[config.mk]
export PLATFORM = sky130hd
export DESIGN_NAME = ustawienie_sync
export DESIGN_NICKNAME = d
export VERILOG_FILES = /design/src/rtl/ustawienie_sync.sv
export SDC_FILE = /design/constraint.sdc
export NUM_CORES = 1
export LEC_CHECK = 0
export BUFFER_PORTS_ARGS = -buffer_cell sky130_fd_sc_hd__buf_2
export CAP_MARGIN = 20
export CORE_ASPECT_RATIO = 0.7
export CORE_MARGIN = 4
export CORE_UTILIZATION = 45
export CTS_CLUSTER_DIAMETER = 50
export DETAILED_ROUTE_END_ITERATION = 10
export PLACE_DENSITY_LB_ADDON = 0.08
export SLEW_MARGIN = 10
export SYNTH_ARGS = -nofsm -noshare
export SYNTH_HDL_FRONTEND = slang
export SYNTH_SLANG_ARGS = --single-unit
[constraint.sdc]
create_clock -name i_clk -period 2.79 [get_ports i_clk]
set_input_delay 0.558 -clock i_clk [delete_from_list [all_inputs] [get_ports i_clk]]
set_output_delay 0.558 -clock i_clk [all_outputs]
set_load 0.1 [all_outputs]
[src/rtl/ustawienie_sync.sv]
// ustawienie_sync: registered bit-set of A at signed index B, with out-of-range error
// ports: i_clk/i_rst (sync, active-high) | i_valid, i_arg_A, i_arg_B in |
//        o_result = A | (1<<B) or 0, o_error = B outside [0,BITS-1], o_valid, all registered
module ustawienie_sync #(
  parameter int BITS = 32
) (
  input  logic            i_clk,
  input  logic            i_rst,
  input  logic            i_valid,
  input  logic [BITS-1:0] i_arg_A,
  input  logic [BITS-1:0] i_arg_B,
  output logic [BITS-1:0] o_result,
  output logic            o_error,
  output logic            o_valid
);
  localparam logic [BITS-1:0] LIM = BITS[BITS-1:0];
  localparam logic [BITS-1:0] ONE = {{(BITS-1){1'b0}}, 1'b1};
  logic [BITS-1:0] result_q, result_d;
  logic            error_q, error_d, valid_q, valid_d, in_range;
  // a negative B has its sign bit set, so an unsigned compare rejects it too
  always_comb begin
    in_range = i_arg_B < LIM;
    result_d = i_valid ? (in_range ? (i_arg_A | (ONE << i_arg_B)) : '0) : result_q;
    error_d  = i_valid ? !in_range : error_q;
    valid_d  = i_valid;
  end
  always_ff @(posedge i_clk) begin
    if (i_rst) begin
      result_q <= '0;
      error_q  <= 1'b0;
      valid_q  <= 1'b0;
    end else begin
      result_q <= result_d;
      error_q  <= error_d;
      valid_q  <= valid_d;
    end
  end
  assign o_result = result_q;
  assign o_error  = error_q;
  assign o_valid  = valid_q;
endmodule

---- Word-level counts from Yosys, hierarchy flattened ----
Index checks and enable logic that the tools add are counted.
cells by class
  add/subtract/negate cells ............... 0
  multiply operators ...................... 0
  divide/modulo/power cells ............... 0
  magnitude comparators ................... 1
  eq/ne operators ......................... 0
  shift operators ......................... 1
  muxes and demuxes ....................... 1
  bitwise gates (word level) .............. 1
  reduce and logical (&&, ||, !) cells .... 1
operator list
  kind                                                                   number
  32-bit by 6-bit < comparator with 1-bit output, second input constant  1
  32-bit two-way mux                                                     1
  32-bit OR                                                              1
  1-bit by 32-bit << shifter with 32-bit output, first input constant    1
  1-bit logical NOT                                                      1
word-level totals
  bits in registers ....................... 34
  bits in latches ......................... 0
  RAM bits ................................ 0
  ROM bits ................................ 0
  output and inout bits ................... 34
  logic and storage cells ................. 8
  memories ................................ 0

---- Depth between registers and ports, before layout ----
  word-level depth ........................ 3
  depth in mapped cells ................... 4
  gate-level depth less buffers ........... 3

---- Least setup slack after synthesis ----
OpenSTA, ideal clock, no wires.
  kind .................................... input to register
  from .................................... input port i_arg_B[25]
  to ...................................... register result_q[0] (netlist: o_result[0])
  library setup time ...................... 0.096 ns
  data arrival time ....................... 1.546 ns
  setup slack ............................. 1.148 ns
  stages on the path ...................... 4
  cell sequence ........................... nor4_2 -> nand4_2 -> buf_6 -> o41ai_2
on the way
  word-level cells in the longest chain between the ends .. 3
RTL lines
  item                                                                                                    RTL line  source
  start: declaration                                                                                      11        input logic [BITS-1:0] i_arg_B,
  parallel branches: the longest is 2 deep, another holds 32-bit by 6-bit < comparator with 1-bit output  -
  32-bit two-way mux *                                                                                    23        result_d = i_valid ? (in_range ? (i_arg_A | (ONE << i_arg_B)) : '0) : result_q;
  end signal: assignment                                                                                  33        result_q <= result_d;
  end: declaration                                                                                        18        logic [BITS-1:0] result_q, result_d;
Mark *: on every way between the ends.
A chain may end at the register's enable or synchronous reset.

---- Final worst setup path ----
  from .................................... input port i_arg_B[25]
  to ...................................... register result_q[22] (netlist: o_result[22])
Same word-level chain as after synthesis.

==> impl_metrics.yaml <==
worst_setup_path:
  crit_path_max_incr_delay_ns: 0.44
  r2r-start: "o_error"
  crit_arrival_ns: 1.83
  critPathRequiredTime_ns: 2.95
  crit_slowest_cell: "o41ai_1"
  cp-start-kind: "input pin"
  cp_max_fo: 33
  end_kind: "flip-flop"
  crit_type: "input pin to flip-flop"
  crit_chain: "buf_2, nor4_2, nand4_2, buf_4, o41ai_1"
  reg2reg_depth: 3
  crit_start: "i_arg_B[25]"
final_layout:
  area_delta_synth_final_pct: 33.6
  drive_above_1_share_pct: 54.6
  finalNonFillerCells: 321
  diodes: 0
  fin_nets: 337
clocking:
  htreeDepth: 2
  clk_pin_slew_ns: 0.07
  clk_latency_ns: 0.27
  postCtsSetupRepairBufs: 0
  clockBufferDepth: 2
  clockRootBuffer: "clkbuf_8"
  clock_sinks: 34
  postCtsHoldBufs: 0
  cts_tree: "built"
  cts_made_buffers: 5
  cts_resized: 0
sta:
  min_period_over_period_pct: 59.9
  max_freq_ghz: 0.598
  holdWs_ns: 0.487
  layout_min_cycle_time_ns: 1.67
  skew_ns: 0
  setup_tns_ns: 0
  rsz0062_at_grt: "false"
  setup_violations: 0
  worst_pin_slew_ns: 0.945
  hold_viol_final: 0
  maxSlewHeadroom_pct: 36.8
  slew_violations: 0
power:
  irDropWorstVdd_mv: 0.269
  p_leak_nw: 1.17
  power_density_nw_per_um2: 419
route:
  drt_first_iter_violations: 141
  totalWireLength_um: 5470
  via_per_inst: 5.64
  drtAntennaViolNets: 0
  num_vias: 1811
  wire_per_inst_um: 17.0
  drc: 0
  firstDrtPassIters: 6
synthesis:
  ys_seq_area_share_pct: 37.9
  async_flop_share_pct: 0
  ys.warnings.count: 0
  syn_avg_cell_area_um2: 10.2
  synth_area_um2: 1790
  synth_edf_count: 0
  netlist_instances: 176
  syn-num-nets: 243
  ys.flop_type: "dfxtp_1"
  ys_ff_latch: 34
  synth_cell_types: 22
run:
  maxCapViolations: 0
floorplan:
  row_count: 18
  coreArea_um2: 3670
  initial_core_util_pct: 48.9
  dieArea_um2: 5080
  ioPinCount: 101
  die_w_um: 83.5
  die_h_um: 60.8
min_path:
  min-delay-start: "o_result[2]"
  hold_class: "flip-flop to flip-flop"
  hold_path_depth: 2
place:
  gp_congestion: 0.750
  placed_cells_incl_taps: 313
  port_buffers: 100
  hpwl_um: 3790
global_routing:
  antenna_found_initial: 0
  grt_pass1_wl_um: 8610
  grt_max_degree: 34
  grt.overflow.total: 0
  grtUsageTotal_pct: 21.3
  grt_pass1_vias: 1792
run_status:
  status: "completed"
-- layer usage --
| layer | part of all wire, % | GRT usage (%) | vias up |
|---|---|---|---|
| li1 | - | - | 887 |
| met1 | 45 | 28.2 | 843 |
| met2 | 46 | 34.8 | 79 |
| met3 | 8.6 | 7.06 | 2 |
| met4 | 0.31 | 4.36 | 0 |
| met5 | 0 | 0 | - |
-- state kept, by name (all words and copies together), names as in the netlist --
name / cells
o_valid: 1
o_error: 1
o_result: 32
-- power by group --
part           internal [mW]  switching (mW)  total (mW)
clock network          0.199           0.175       0.374
registers              0.487        0.000739       0.488
logic                 0.0519          0.0902       0.142
total                  0.738           0.266        1.00
-- cells by family after synthesis --
group | after synthesis | synth area share, %
compound gates | 65 | 37.2
buf+inv | 21 | 6.00
simple gates | 56 | 18.9
flops | 34 | 37.9
-- cell usage in the layout (no fill, tap or decap), types with 2 or more instances in the layout --
master	Yosys	layout
buf_2	5	100
dfxtp_1	34	34
a21oi_1	32	32
nand3_1	33	32
o41ai_2	29	29
clkbuf_8	0	6
buf_4	0	5
nor4_2	4	4
nor3b_1	3	3
inv_1	3	3
and3b_1	3	3
nor2_1	3	3
o41ai_1	3	3
nor4_1	2	2
nor3_1	2	2
nor2b_1	2	2
-- metrics by stage --
| stage | power [mW] | utilization (%) | instance area [um2] | setup slack, ns |
|---|---|---|---|---|
| finish | 1.00 | 65.3 | 2400 | 1.12 |
| global route | 1.04 | 65.3 | 2400 | 0.984 |
| CTS | 1.01 | 65.3 | 2400 | 1.10 |
| detailed placement | 0.640 | 62.8 | 2310 | 0.816 |
| global placement | 0.639 | 62.8 | 2310 | 0.910 |
| floorplan | 0.570 | - | 1790 | 1.15 |
-- worst paths after layout --
check	end	slack, ns
setup / recovery	o_result[22]	1.12
hold / removal	o_result[2]	0.49
setup reg to reg	o_error	2.11
hold reg to reg	o_result[2]	0.49
-- cells in the mapped netlist (4+ instances only) --
library cell  instances  area [um2]
dfxtp_1              34         681
nand3_1              33         165
a21oi_1              32         160
o41ai_2              29         472
clkbuf_1              7        26.3
buf_2                 5        25.0
nor4_2                4        50.1
-- cell type report --
type	count	area, um2
well taps	50	62.6
repair buffers	105	538
clock buffers	7	86.3
fillers	317	1270
multi-input cells	121	1010
inverters	3	11.3
flip-flops and latches	34	681
clock inverters	1	5.00
-- critical path, delay by kind of cell --
kind | cells | cell delay [ns]
compound gates | 1 | 0.44
buf+inv | 2 | 0.40
simple gates | 2 | 0.42
Power figures use the tool's default switching activity.
